### src/rtl/sv39_pkg.sv
// Shared Sv39 definitions: PTE bit positions, walk levels, FSM states,
// the TLB entry layout, and PA / permission helpers.
package sv39_pkg;
  localparam logic [3:0] SATP_MODE_SV39 = 4'd8;

  localparam int PTE_V = 0;
  localparam int PTE_R = 1;
  localparam int PTE_W = 2;
  localparam int PTE_X = 3;
  localparam int PTE_U = 4;
  localparam int PTE_G = 5;
  localparam int PTE_A = 6;
  localparam int PTE_D = 7;

  typedef enum logic [1:0] {LVL0 = 2'd0, LVL1 = 2'd1, LVL2 = 2'd2} lvl_e;

  typedef enum logic [2:0] {
    S_IDLE = 3'd0, S_L2 = 3'd1, S_L1 = 3'd2, S_L0 = 3'd3, S_RESP = 3'd4
  } state_e;

  typedef struct packed {
    logic        valid;
    logic [15:0] asid;
    logic [26:0] vpn;
    logic [43:0] ppn;
    lvl_e        level;
    logic        r;
    logic        w;
    logic        x;
    logic        u;
    logic        g;
    logic        a;
    logic        d;
  } tlb_entry_t;

  localparam int ENT_W = $bits(tlb_entry_t);

  // Superpages pass the low VPN fields of the VA straight through into the PPN.
  function automatic logic [63:0] make_pa(input logic [43:0] ppn, input lvl_e lvl,
                                          input logic [38:0] va);
    logic [43:0] p;
    p = ppn;
    if (lvl != LVL0) p[8:0]  = va[20:12];
    if (lvl == LVL2) p[17:9] = va[29:21];
    return {8'b0, p, va[11:0]};
  endfunction

  function automatic logic perm_ok(input logic r, input logic w, input logic x,
                                   input logic a, input logic d,
                                   input logic is_data, input logic is_store);
    return a & (is_data ? (is_store ? (w & d) : r) : x);
  endfunction
endpackage

### src/rtl/sv39_tlb_array.sv
// Fully-associative TLB: dual combinational lookup (fetch/data), one fill port
// written at the round-robin pointer, and a whole-array flush.
module sv39_tlb_array
  import sv39_pkg::*;
#(
  parameter int TLB_ENTRIES = 8,
  parameter bit ASID_EN     = 1'b0
) (
  input  logic             clk,
  input  logic             rst,
  input  logic             flush,
  input  logic             fill_en,
  input  logic [ENT_W-1:0] fill_ent,
  input  logic [15:0]      asid,
  input  logic [26:0]      i_vpn,
  input  logic [26:0]      d_vpn,
  output logic             i_hit,
  output logic [ENT_W-1:0] i_ent,
  output logic             d_hit,
  output logic [ENT_W-1:0] d_ent
);
  localparam int IW = (TLB_ENTRIES > 1) ? $clog2(TLB_ENTRIES) : 1;

  tlb_entry_t [TLB_ENTRIES-1:0] ent_q, ent_d;
  logic [IW-1:0] rr_q, rr_d;
  tlb_entry_t fe, i_e, d_e;

  assign fe    = fill_ent;
  assign i_ent = i_e;
  assign d_ent = d_e;

  function automatic logic match(input tlb_entry_t e, input logic [26:0] vpn,
                                 input logic [15:0] a);
    logic m;
    m = e.valid && (e.vpn[26:18] == vpn[26:18]);
    if (e.level != LVL2) m = m && (e.vpn[17:9] == vpn[17:9]);
    if (e.level == LVL0) m = m && (e.vpn[8:0] == vpn[8:0]);
    if (ASID_EN) m = m && (e.asid == a);
    return m;
  endfunction

  always_comb begin
    i_hit = 1'b0;
    d_hit = 1'b0;
    i_e   = '0;
    d_e   = '0;
    for (int k = 0; k < TLB_ENTRIES; k++) begin
      if (!i_hit && match(ent_q[k], i_vpn, asid)) begin
        i_hit = 1'b1;
        i_e   = ent_q[k];
      end
      if (!d_hit && match(ent_q[k], d_vpn, asid)) begin
        d_hit = 1'b1;
        d_e   = ent_q[k];
      end
    end
  end

  // A flush in the same cycle as a fill wins: nothing is written.
  always_comb begin
    ent_d = ent_q;
    rr_d  = rr_q;
    if (fill_en && !flush) begin
      ent_d[rr_q] = fe;
      rr_d        = rr_q + IW'(1);
    end
    if (flush) begin
      for (int k = 0; k < TLB_ENTRIES; k++) ent_d[k].valid = 1'b0;
    end
  end

  always_ff @(posedge clk) begin
    if (rst) begin
      ent_q <= '0;
      rr_q  <= '0;
    end else begin
      ent_q <= ent_d;
      rr_q  <= rr_d;
    end
  end
endmodule

### src/rtl/sv39_xlate_tlb.sv
// Two-channel Sv39 translator: zero-latency TLB hits, a single shared page-table
// walker for misses (data has priority), faults, superpages, sfence, bypass.
module sv39_xlate_tlb
  import sv39_pkg::*;
#(
  parameter int TLB_ENTRIES = 8,
  parameter int XLEN        = 64,
  parameter bit ASID_EN     = 1'b0
) (
  input  logic            clk,
  input  logic            rst,
  input  logic [XLEN-1:0] satp,
  input  logic            priv_m,
  input  logic            sfence,
  input  logic            i_req,
  input  logic [XLEN-1:0] i_va,
  output logic            i_ready,
  output logic [XLEN-1:0] i_pa,
  output logic            i_fault,
  input  logic            d_req,
  input  logic [XLEN-1:0] d_va,
  input  logic            d_store,
  output logic            d_ready,
  output logic [XLEN-1:0] d_pa,
  output logic            d_fault,
  output logic            ptw_req,
  output logic [XLEN-1:0] ptw_addr,
  input  logic            ptw_stall,
  input  logic [XLEN-1:0] ptw_rdata
);
  state_e      state_q, state_d;
  logic        chan_d_q, chan_d_d;
  logic        store_q, store_d;
  logic [38:0] va_q, va_d;
  logic [15:0] asid_q, asid_d;
  logic [63:0] addr_q, addr_d;
  logic [63:0] pte_q, pte_d;
  lvl_e        lvl_q, lvl_d;
  logic        fault_q, fault_d;
  logic        flushed_q, flushed_d;

  logic bypass, i_hit, d_hit, i_miss, d_miss, resp, ptw_done, fill_en, misalign;
  logic [ENT_W-1:0] i_ent_w, d_ent_w, fill_w;
  tlb_entry_t i_e, d_e, fill_e;
  lvl_e cur_lvl;
  logic [38:0] sel_va;
  logic [8:0] next_vpn;
  logic [63:0] walk_pa;

  assign bypass = (satp[63:60] != SATP_MODE_SV39) || priv_m;
  assign i_e    = i_ent_w;
  assign d_e    = d_ent_w;
  assign fill_w = fill_e;

  sv39_tlb_array #(.TLB_ENTRIES(TLB_ENTRIES), .ASID_EN(ASID_EN)) u_tlb (
    .clk(clk), .rst(rst), .flush(sfence), .fill_en(fill_en), .fill_ent(fill_w),
    .asid(satp[59:44]), .i_vpn(i_va[38:12]), .d_vpn(d_va[38:12]),
    .i_hit(i_hit), .i_ent(i_ent_w), .d_hit(d_hit), .d_ent(d_ent_w)
  );

  assign i_miss   = i_req && !bypass && !i_hit;
  assign d_miss   = d_req && !bypass && !d_hit;
  assign resp     = (state_q == S_RESP);
  assign ptw_req  = (state_q == S_L2) || (state_q == S_L1) || (state_q == S_L0);
  assign ptw_addr = XLEN'(addr_q);
  assign ptw_done = ptw_req && !ptw_stall;
  assign cur_lvl  = (state_q == S_L2) ? LVL2 : (state_q == S_L1) ? LVL1 : LVL0;
  assign sel_va   = d_miss ? d_va[38:0] : i_va[38:0];
  assign next_vpn = (state_q == S_L2) ? va_q[29:21] : va_q[20:12];
  assign misalign = ((cur_lvl == LVL2) && (ptw_rdata[27:10] != 18'd0)) ||
                    ((cur_lvl == LVL1) && (ptw_rdata[18:10] != 9'd0));
  assign walk_pa  = make_pa(pte_q[53:10], lvl_q, va_q);

  always_ff @(posedge clk) begin
    if (rst) begin
      state_q   <= S_IDLE;
      chan_d_q  <= 1'b0;
      store_q   <= 1'b0;
      va_q      <= '0;
      asid_q    <= '0;
      addr_q    <= '0;
      pte_q     <= '0;
      lvl_q     <= LVL0;
      fault_q   <= 1'b0;
      flushed_q <= 1'b0;
    end else begin
      state_q   <= state_d;
      chan_d_q  <= chan_d_d;
      store_q   <= store_d;
      va_q      <= va_d;
      asid_q    <= asid_d;
      addr_q    <= addr_d;
      pte_q     <= pte_d;
      lvl_q     <= lvl_d;
      fault_q   <= fault_d;
      flushed_q <= flushed_d;
    end
  end

  always_comb begin
    state_d   = state_q;
    chan_d_d  = chan_d_q;
    store_d   = store_q;
    va_d      = va_q;
    asid_d    = asid_q;
    addr_d    = addr_q;
    pte_d     = pte_q;
    lvl_d     = lvl_q;
    fault_d   = fault_q;
    flushed_d = flushed_q || sfence;
    case (state_q)
      S_IDLE: begin
        if (d_miss || i_miss) begin
          state_d   = S_L2;
          chan_d_d  = d_miss;
          store_d   = d_miss && d_store;
          va_d      = sel_va;
          asid_d    = satp[59:44];
          addr_d    = {8'b0, satp[43:0], sel_va[38:30], 3'b0};
          fault_d   = 1'b0;
          flushed_d = sfence;
        end
      end
      S_L2, S_L1, S_L0: begin
        if (ptw_done) begin
          if (!ptw_rdata[PTE_V] || (!ptw_rdata[PTE_R] && ptw_rdata[PTE_W])) begin
            fault_d = 1'b1;
            state_d = S_RESP;
          end else if (ptw_rdata[PTE_R] || ptw_rdata[PTE_X]) begin
            pte_d   = 64'(ptw_rdata);
            lvl_d   = cur_lvl;
            fault_d = misalign || !perm_ok(ptw_rdata[PTE_R], ptw_rdata[PTE_W],
                        ptw_rdata[PTE_X], ptw_rdata[PTE_A], ptw_rdata[PTE_D],
                        chan_d_q, store_q);
            state_d = S_RESP;
          end else if (state_q == S_L0) begin
            fault_d = 1'b1;
            state_d = S_RESP;
          end else begin
            addr_d  = {8'b0, ptw_rdata[53:10], next_vpn, 3'b0};
            state_d = (state_q == S_L2) ? S_L1 : S_L0;
          end
        end
      end
      S_RESP:  state_d = S_IDLE;
      default: state_d = S_IDLE;
    endcase
  end

  always_comb begin
    fill_en      = resp && !fault_q && !flushed_q;
    fill_e       = '0;
    fill_e.valid = 1'b1;
    fill_e.asid  = asid_q;
    fill_e.vpn   = va_q[38:12];
    fill_e.ppn   = pte_q[53:10];
    fill_e.level = lvl_q;
    fill_e.r     = pte_q[PTE_R];
    fill_e.w     = pte_q[PTE_W];
    fill_e.x     = pte_q[PTE_X];
    fill_e.u     = pte_q[PTE_U];
    fill_e.g     = pte_q[PTE_G];
    fill_e.a     = pte_q[PTE_A];
    fill_e.d     = pte_q[PTE_D];

    i_ready = 1'b0;
    i_pa    = '0;
    i_fault = 1'b0;
    if (!rst && i_req) begin
      if (bypass) begin
        i_ready = 1'b1;
        i_pa    = i_va;
      end else if (resp && !chan_d_q) begin
        i_ready = 1'b1;
        i_pa    = XLEN'(walk_pa);
        i_fault = fault_q;
      end else if (i_hit) begin
        i_ready = 1'b1;
        i_pa    = XLEN'(make_pa(i_e.ppn, i_e.level, i_va[38:0]));
        i_fault = !perm_ok(i_e.r, i_e.w, i_e.x, i_e.a, i_e.d, 1'b0, 1'b0);
      end
    end

    d_ready = 1'b0;
    d_pa    = '0;
    d_fault = 1'b0;
    if (!rst && d_req) begin
      if (bypass) begin
        d_ready = 1'b1;
        d_pa    = d_va;
      end else if (resp && chan_d_q) begin
        d_ready = 1'b1;
        d_pa    = XLEN'(walk_pa);
        d_fault = fault_q;
      end else if (d_hit) begin
        d_ready = 1'b1;
        d_pa    = XLEN'(make_pa(d_e.ppn, d_e.level, d_va[38:0]));
        d_fault = !perm_ok(d_e.r, d_e.w, d_e.x, d_e.a, d_e.d, 1'b1, d_store);
      end
    end
  end
endmodule

### config.mk
export PLATFORM = sky130hd
export DESIGN_NAME = sv39_xlate_tlb
export DESIGN_NICKNAME = d
export VERILOG_FILES = /design/src/rtl/sv39_pkg.sv /design/src/rtl/sv39_tlb_array.sv /design/src/rtl/sv39_xlate_tlb.sv
export SDC_FILE = /design/constraint.sdc
export NUM_CORES = 2
export LEC_CHECK = 0
export ABC_AREA = 1
export CORE_MARGIN = 4
export CORE_UTILIZATION = 35
export DETAILED_ROUTE_END_ITERATION = 7
export PLACE_DENSITY_LB_ADDON = 0.1
export RECOVER_POWER = 25
export SLEW_MARGIN = 5
export SYNTH_ARGS = -nofsm -noshare
export SYNTH_HDL_FRONTEND = slang
export SYNTH_SLANG_ARGS = --single-unit
### constraint.sdc
create_clock -name clk -period 3.6 [get_ports clk]
set_input_delay 0.72 -clock clk [delete_from_list [all_inputs] [get_ports clk]]
set_output_delay 0.72 -clock clk [all_outputs]
set_load 0.005 [all_outputs]
; ---- After elaboration in Yosys (flattened, before gate mapping)
; Index checks and enable logic that the tools add are counted.
; W data, S select, Z words.
[op_classes]
n_addsub = 1
n_lt_le_gt_ge = 2
eq_ne = 72
n_mux = 125
n_bitwise = 6
n_reduce_logical = 138
[op_table]
columns = op, n
row1 = $mux W53, 16
row2 = $bwmux W776, 1
row3 = $mux W64, 9
row4 = $eq A9 B9 Y1, 48
row5 = $demux W97 S3, 1
row6 = $mux W56, 4
row7 = $pmux W64 S2, 1
row8 = $mux W97, 1
row9 = $logic_and A1 B1 Y1, 79
row10 = $mux W1, 76
row11 = $mux W9, 7
row12 = $mux W39, 1
row13 = $logic_not A1 Y1, 28
row14 = $ne A2 B2 Y1 const B, 13
row15 = $reduce_bool A18 Y1, 1
row16 = $logic_not A2 Y1, 8
row17 = $mux W3, 5
row18 = $logic_or A1 B1 Y1, 9
row19 = $reduce_bool A9 Y1, 1
row20 = $eq A2 B2 Y1 const B, 4
row21 = $ne A4 B4 Y1 const B, 2
row22 = $reduce_and A4 Y1, 2
row23 = $reduce_bool A2 Y1, 4
row24 = $eq A3 B2 Y1 const B, 2
row25 = other kinds (16), 21
[word_totals]
register_bits = 961
inputBits = 264
out_inout_bits = 197
elab_cells = 451

; ---- Logic depth before layout (Yosys ltp)
[depth]
depth_word = 36
depth_mapped = 25
mapped_depth_nobuf = 22

; ---- Cells and area by module
; From an unflattened synthesis, not the netlist that was laid out.
[hier_totals]
cells_unflattened = 8728
area_unflattened_um2 = 54656.2
[by_module_without_submodules]
columns = module, instances, cells_per_inst, area_each_um2, seq_area_each_um2
row1 = sv39_tlb_array, 1, 6828, 43680.6, 15595.0
row2 = sv39_xlate_tlb, 1, 1900, 10975.5, 3363.2

; ---- Worst setup path before layout
; OpenSTA, ideal clock, no wires.
[synth_path]
path_type = input to output
start = input port d_va[23]
end = output port d_pa[18]
arrival_ns = 2.751
path_slack_ns = 0.129
path_stages = 22
cell_sequence = buf_4 inv_4 nand2_1 nand4_1 nor2_1 nand3_1 nand2_2 nand3_4 nand3_2 nor2_4 nand2_1 buf_4 nand2_1 nor2_1 nor2_1 nand2_1 nand2_1 nand2_2 buf_6 o21ai_1 nand3_1 a21oi_1
[synth_via]
elab_chain_len = 33
word_cells_on_any_way = 76
cone_classes = eq/ne: 8 / mux: 37 / reduce/logical: 31
[synth_lines]
columns = element, line_no
row1 = start: declaration, sv39_xlate_tlb.sv:21  ; input logic [XLEN-1:0] d_va,
row2 = $eq A9 B9 Y1, sv39_tlb_array.sv:36  ; if (e.level != LVL2) m = m && (e.vpn[17:9] == vpn[17:9]);
row3 = $logic_and A1 B1 Y1, sv39_tlb_array.sv:36
row4 = $mux W1, sv39_tlb_array.sv:36
row5 = $logic_and A1 B1 Y1, sv39_tlb_array.sv:37  ; if (e.level == LVL0) m = m && (e.vpn[8:0] == vpn[8:0]);
row6 = $mux W1, sv39_tlb_array.sv:37
row7 = $mux W1, sv39_tlb_array.sv:52  ; if (!d_hit && match(ent_q[k], d_vpn, asid)) begin
row8 = $logic_not A1 Y1, sv39_tlb_array.sv:52
row9 = $logic_and A1 B1 Y1, sv39_tlb_array.sv:52
row10 = [... 17 more ...], n/a
row11 = $logic_and A1 B1 Y1, sv39_tlb_array.sv:52
row12 = $mux W53, sv39_tlb_array.sv:52
row13 = $reduce_bool A2 Y1, sv39_pkg.sv:43  ; if (lvl != LVL0) p[8:0] = va[20:12];
row14 = $mux W9, sv39_pkg.sv:43
row15 = $mux W56 *, sv39_xlate_tlb.sv:195  ; end else if (d_hit) begin
row16 = $mux W56 *, sv39_xlate_tlb.sv:191  ; end else if (resp && chan_d_q) begin
row17 = $mux W64 *, sv39_xlate_tlb.sv:188  ; if (bypass) begin
row18 = $mux W64 *, sv39_xlate_tlb.sv:187  ; if (!rst && d_req) begin
row19 = end: declaration, sv39_xlate_tlb.sv:24  ; output logic [XLEN-1:0] d_pa,
; Every way passes the cells marked *; elsewhere a longest branch is shown, timed or not.

; ---- Worst setup path after layout
[layout_path]
start = input port i_va[16]
end = output port i_pa[13]
[layout_via]
elab_chain_len = 31
word_cells_on_any_way = 60
cone_classes = eq/ne: 8 / mux: 29 / reduce/logical: 23
[layout_lines]
columns = element, line_no
row1 = start: declaration, sv39_xlate_tlb.sv:16  ; input logic [XLEN-1:0] i_va,
row2 = $eq A9 B9 Y1, sv39_tlb_array.sv:37
row3 = $logic_and A1 B1 Y1, sv39_tlb_array.sv:37
row4 = $mux W1, sv39_tlb_array.sv:37
row5 = $mux W1, sv39_tlb_array.sv:48  ; if (!i_hit && match(ent_q[k], i_vpn, asid)) begin
row6 = $logic_not A1 Y1, sv39_tlb_array.sv:48
row7 = $logic_and A1 B1 Y1, sv39_tlb_array.sv:48
row8 = $mux W1, sv39_tlb_array.sv:48
row9 = $logic_not A1 Y1, sv39_tlb_array.sv:48
row10 = [... 15 more ...], n/a
row11 = $logic_and A1 B1 Y1, sv39_tlb_array.sv:48
row12 = $mux W53, sv39_tlb_array.sv:48
row13 = $reduce_bool A2 Y1, sv39_pkg.sv:43
row14 = $mux W9, sv39_pkg.sv:43
row15 = $mux W56 *, sv39_xlate_tlb.sv:177  ; end else if (i_hit) begin
row16 = $mux W56 *, sv39_xlate_tlb.sv:173  ; end else if (resp && !chan_d_q) begin
row17 = $mux W64 *, sv39_xlate_tlb.sv:170  ; if (bypass) begin
row18 = $mux W64 *, sv39_xlate_tlb.sv:169  ; if (!rst && i_req) begin
row19 = end: declaration, sv39_xlate_tlb.sv:18  ; output logic [XLEN-1:0] i_pa,
; Marked as above.

==> results.py <==
metrics = {
    "power_and_ir_drop": {
        "leakage_nw": 29.3,
        "power_per_cell_area_mw_per_mm2": 360,
        "finalPower_mw": 25.2,
        "ir_drop_v": 0.000431,
    },
    "synth": {
        "synth_area_leaders": "dfxtp_1 35%, o21ai_0 12%, a21oi_1 12%",
        "syn_area_per_cell_sq_um": 6.55,
        "synthCells": 6917,
        "synth_common_cells": "1,102 x nand2_1, 1,098 x o21ai_0, 1,047 x a21oi_1, 785 x dfxtp_1, 722 x inv_1",
        "ys.flop_type": "dfxtp_1",
        "syn-cell-area_sq_mm": 0.0453,
        "synth_top_area_share_pct": 34.7,
        "ys_ff_latch": 785,
        "ys_types": 71,
        "synth_edf_count": 0,
        "yosys_warnings": 0,
        "yosysSeqAreaShare_pct": 34.7,
        "yosysMostFrequentCell": "nand2_1",
        "async_flop_share_pct": 0,
        "synth_top_area_cell": "dfxtp_1",
    },
    "global_routing": {
        "overflow": 0,
        "antenna_found_initial": 16,
        "groute.usage.overall_pct": 36.1,
        "grt_start_max_net_pins": 232,
        "grt_pass1_vias": 53300,
        "grt_pass1_wl_um": 367000,
    },
    "floorplan": {
        "die-area_sq_mm": 0.135,
        "core.rowCount": 131,
        "chipHeight_um": 368,
        "die_w_um": 368,
        "io_pins": 461,
        "start_util_pct": 35.4,
        "core_sq_mm": 0.128,
    },
    "clock_network": {
        "cts_tree": "done",
        "clockBufferDepth": 3,
        "cts_buffers": 95,
        "clockRootBuffer": "clkbuf_16",
        "clkTransAtPathRegs_ns": 0.05,
        "htree_levels": 3,
        "cts.sinks": 785,
        "clk_latency_ns": 0.73,
    },
    "worst_hold_path": {
        "hold_depth": 2,
        "hold_path.class": "flop to flop",
    },
    "finish": {
        "drive_above_1_share_pct": 31.0,
        "num-fill-cells": 12400,
        "synthToLayoutAreaGrowth_pct": 54.8,
        "multiInputGateArea_sq_mm": 0.0284,
        "seq_area_sq_mm": 0.0158,
        "final_nets": 8597,
    },
    "setup_path": {
        "cp.arrival_ns": 4.03,
        "path_cells": "clkdlybuf4s15_2 > inv_2 > buf_4 > nand2_1 > nand4_1 > nor3_2 > nand3_2 > nand2_2 > nand3_4 > buf_6 > nand4_4 > buf_6 > nand2_2 > inv_2 > nand2_4 > a21boi_4 > nand2_4 > buf_6 > nand2_2 > nand3_2 > a21oi_4 > buf_2",
        "worstRegToRegCells": 10,
        "cp_max_fo": 5,
        "end_kind": "output pin",
        "crit_path_max_incr_delay_ns": 0.32,
        "worst_ep_required_time_ns": 2.88,
        "cp-start-kind": "input pin",
        "worst-setup-path-type": "input pin to output pin",
        "r2r_slack_ns": -0.50,
        "worst_path_max_delay_cell": "nand4_1",
    },
    "route": {
        "drtIter0Drc": 6579,
        "drt_wl_total_um": 257000,
        "vias": 56500,
        "avgViaCountPerCell": 5.57,
        "dr.pass1.iters": 6,
        "antenna_left": 0,
        "route.detailed.drc": 0,
        "routedWlPerCell_um": 25.3,
    },
    "sta": {
        "rsz0062_at_grt": "yes",
        "max_slew_margin_pct": -5.29,
        "clock.fmax_mhz": 211,
        "clock_skew_ns": 0.0515,
        "final.setup.tns_ns": -110.29,
        "setup_slack_ns": -1.15,
        "setup_viol": 149,
        "slew_violations": 112,
        "tightest_slew_ns": 1.58,
        "period_minus_slack_ns": 4.75,
        "timing.final.crit_share_pct": 132,
        "hold_viol": 0,
        "whs_ns": 0.447,
    },
    "run": {
        "cap_violations": 1,
    },
    "place": {
        "io_buffers": 419,
        "gp_routability_congestion": 0.971,
        "dp_hpwl_um": 181000,
    },
    "run_status": {
        "outcome": "finished, violations left",
        "violations": "max-capacitance violations, max-slew violations, negative setup slack",
    },
}
## what timing repair did
| action | 4_1_cts | 5_1_grt |
|---|---|---|
| hold buffers | 0 | 0 |
| endpoints found under the setup margin | 215 | 134 |
| gates cloned | 28 | 2 |
| buffers inserted | 251 | 45 |
| pin swaps | 502 | 273 |
| gates resized for setup | 1774 | 281 |
## cells in the final DEF (no fill, tap or decap), types with 160 or more instances in the layout
| cell | instances |
|---|---|
| o21ai_0 | 993 |
| buf_4 | 968 |
| nand2_1 | 955 |
| a21oi_1 | 929 |
| dfxtp_1 | 731 |
| inv_1 | 673 |
| nor2_1 | 413 |
| buf_6 | 228 |
| clkdlybuf4s50_1 | 194 |
| buf_12 | 160 |
## registers in the layout (all words and copies together), names as in the netlist
name / count
fault_q: 1
u_tlb.ent_q: 632
u_tlb.rr_q: 3
va_q: 39
flushed_q: 1
lvl_q: 2
pte_q: 49
store_q: 1
ptw_addr: 53
state_q: 3
chan_d_q: 1
## critical path, delay by kind of cell
| family | cells | cell delay [ns] |
|---|---|---|
| AND/OR/NAND/NOR | 12 | 1.59 |
| AO/OA/AOI/OAI | 2 | 0.52 |
| buffers and inverters | 8 | 1.19 |
## final timing paths
check | from | end
setup / recovery | i_va[16] | i_pa[13]
hold / removal | u_tlb.ent_q[490] | u_tlb.ent_q[490]
setup reg to reg | state_q[1] | pte_q[33]
hold reg to reg | u_tlb.ent_q[490] | u_tlb.ent_q[490]
## power breakdown
| group | internal (mW) | switching (mW) |
|---|---|---|
| sequential | 9.07 | 0.328 |
| clock | 5.79 | 4.31 |
| combinational | 2.22 | 3.51 |
| total | 17.1 | 8.15 |
## routing by layer
layer	global-route usage [%]	vias up	routed length [um]	part of all wire, %
li1	-	26100	-	-
met1	48.0	27000	106000	41
met2	55.5	2903	111000	43
met3	7.38	603	24100	9.4
met4	18.3	8	15900	6.2
met5	0	-	52	0.020
## stage by stage
stage / util (%) / area, sq um / cells / setup WS (ns)
finish: 54.8 / 70100 / 10100 / -1.15
global route: 54.8 / 70100 / 10100 / -1.17
CTS: 54.0 / 69100 / 10100 / -1.07
detailed placement: 46.5 / 59600 / 9703 / -2.50
global placement: 46.5 / 59600 / 9703 / -2.49
floorplan: - / 45300 / 6927 / 0.129
## area by class of cell
cell class	instances	area share, %
Clock buffer	140	3.96
Tap cell	1729	3.09
Timing Repair inverter	1	0.0107
Antenna cell	6	0.0214
Timing Repair Buffer	1817	25.0
Clock inverter	33	0.605
Multi-Input combinational cell	4865	40.5
Inverter	767	4.29
Sequential cell	785	22.5
## cells by family (layout without fill, tap and decap cells)
family / after synthesis / in the layout / synth area share, %
and+or+nand+nor: 2184 / 2184 / 20.9
DFF: 785 / 785 / 34.7
adders and majority gates: 1 / 1 / 0.0276
other: 1 / 17 / 0.00828
xor gates and xnor gates: 188 / 188 / 3.65
AOI/OAI and AO/OA: 2481 / 2481 / 29.1
buffers and inverters: 1277 / 2758 / 11.6
No activity file was read; power rests on OpenSTA's default activity.
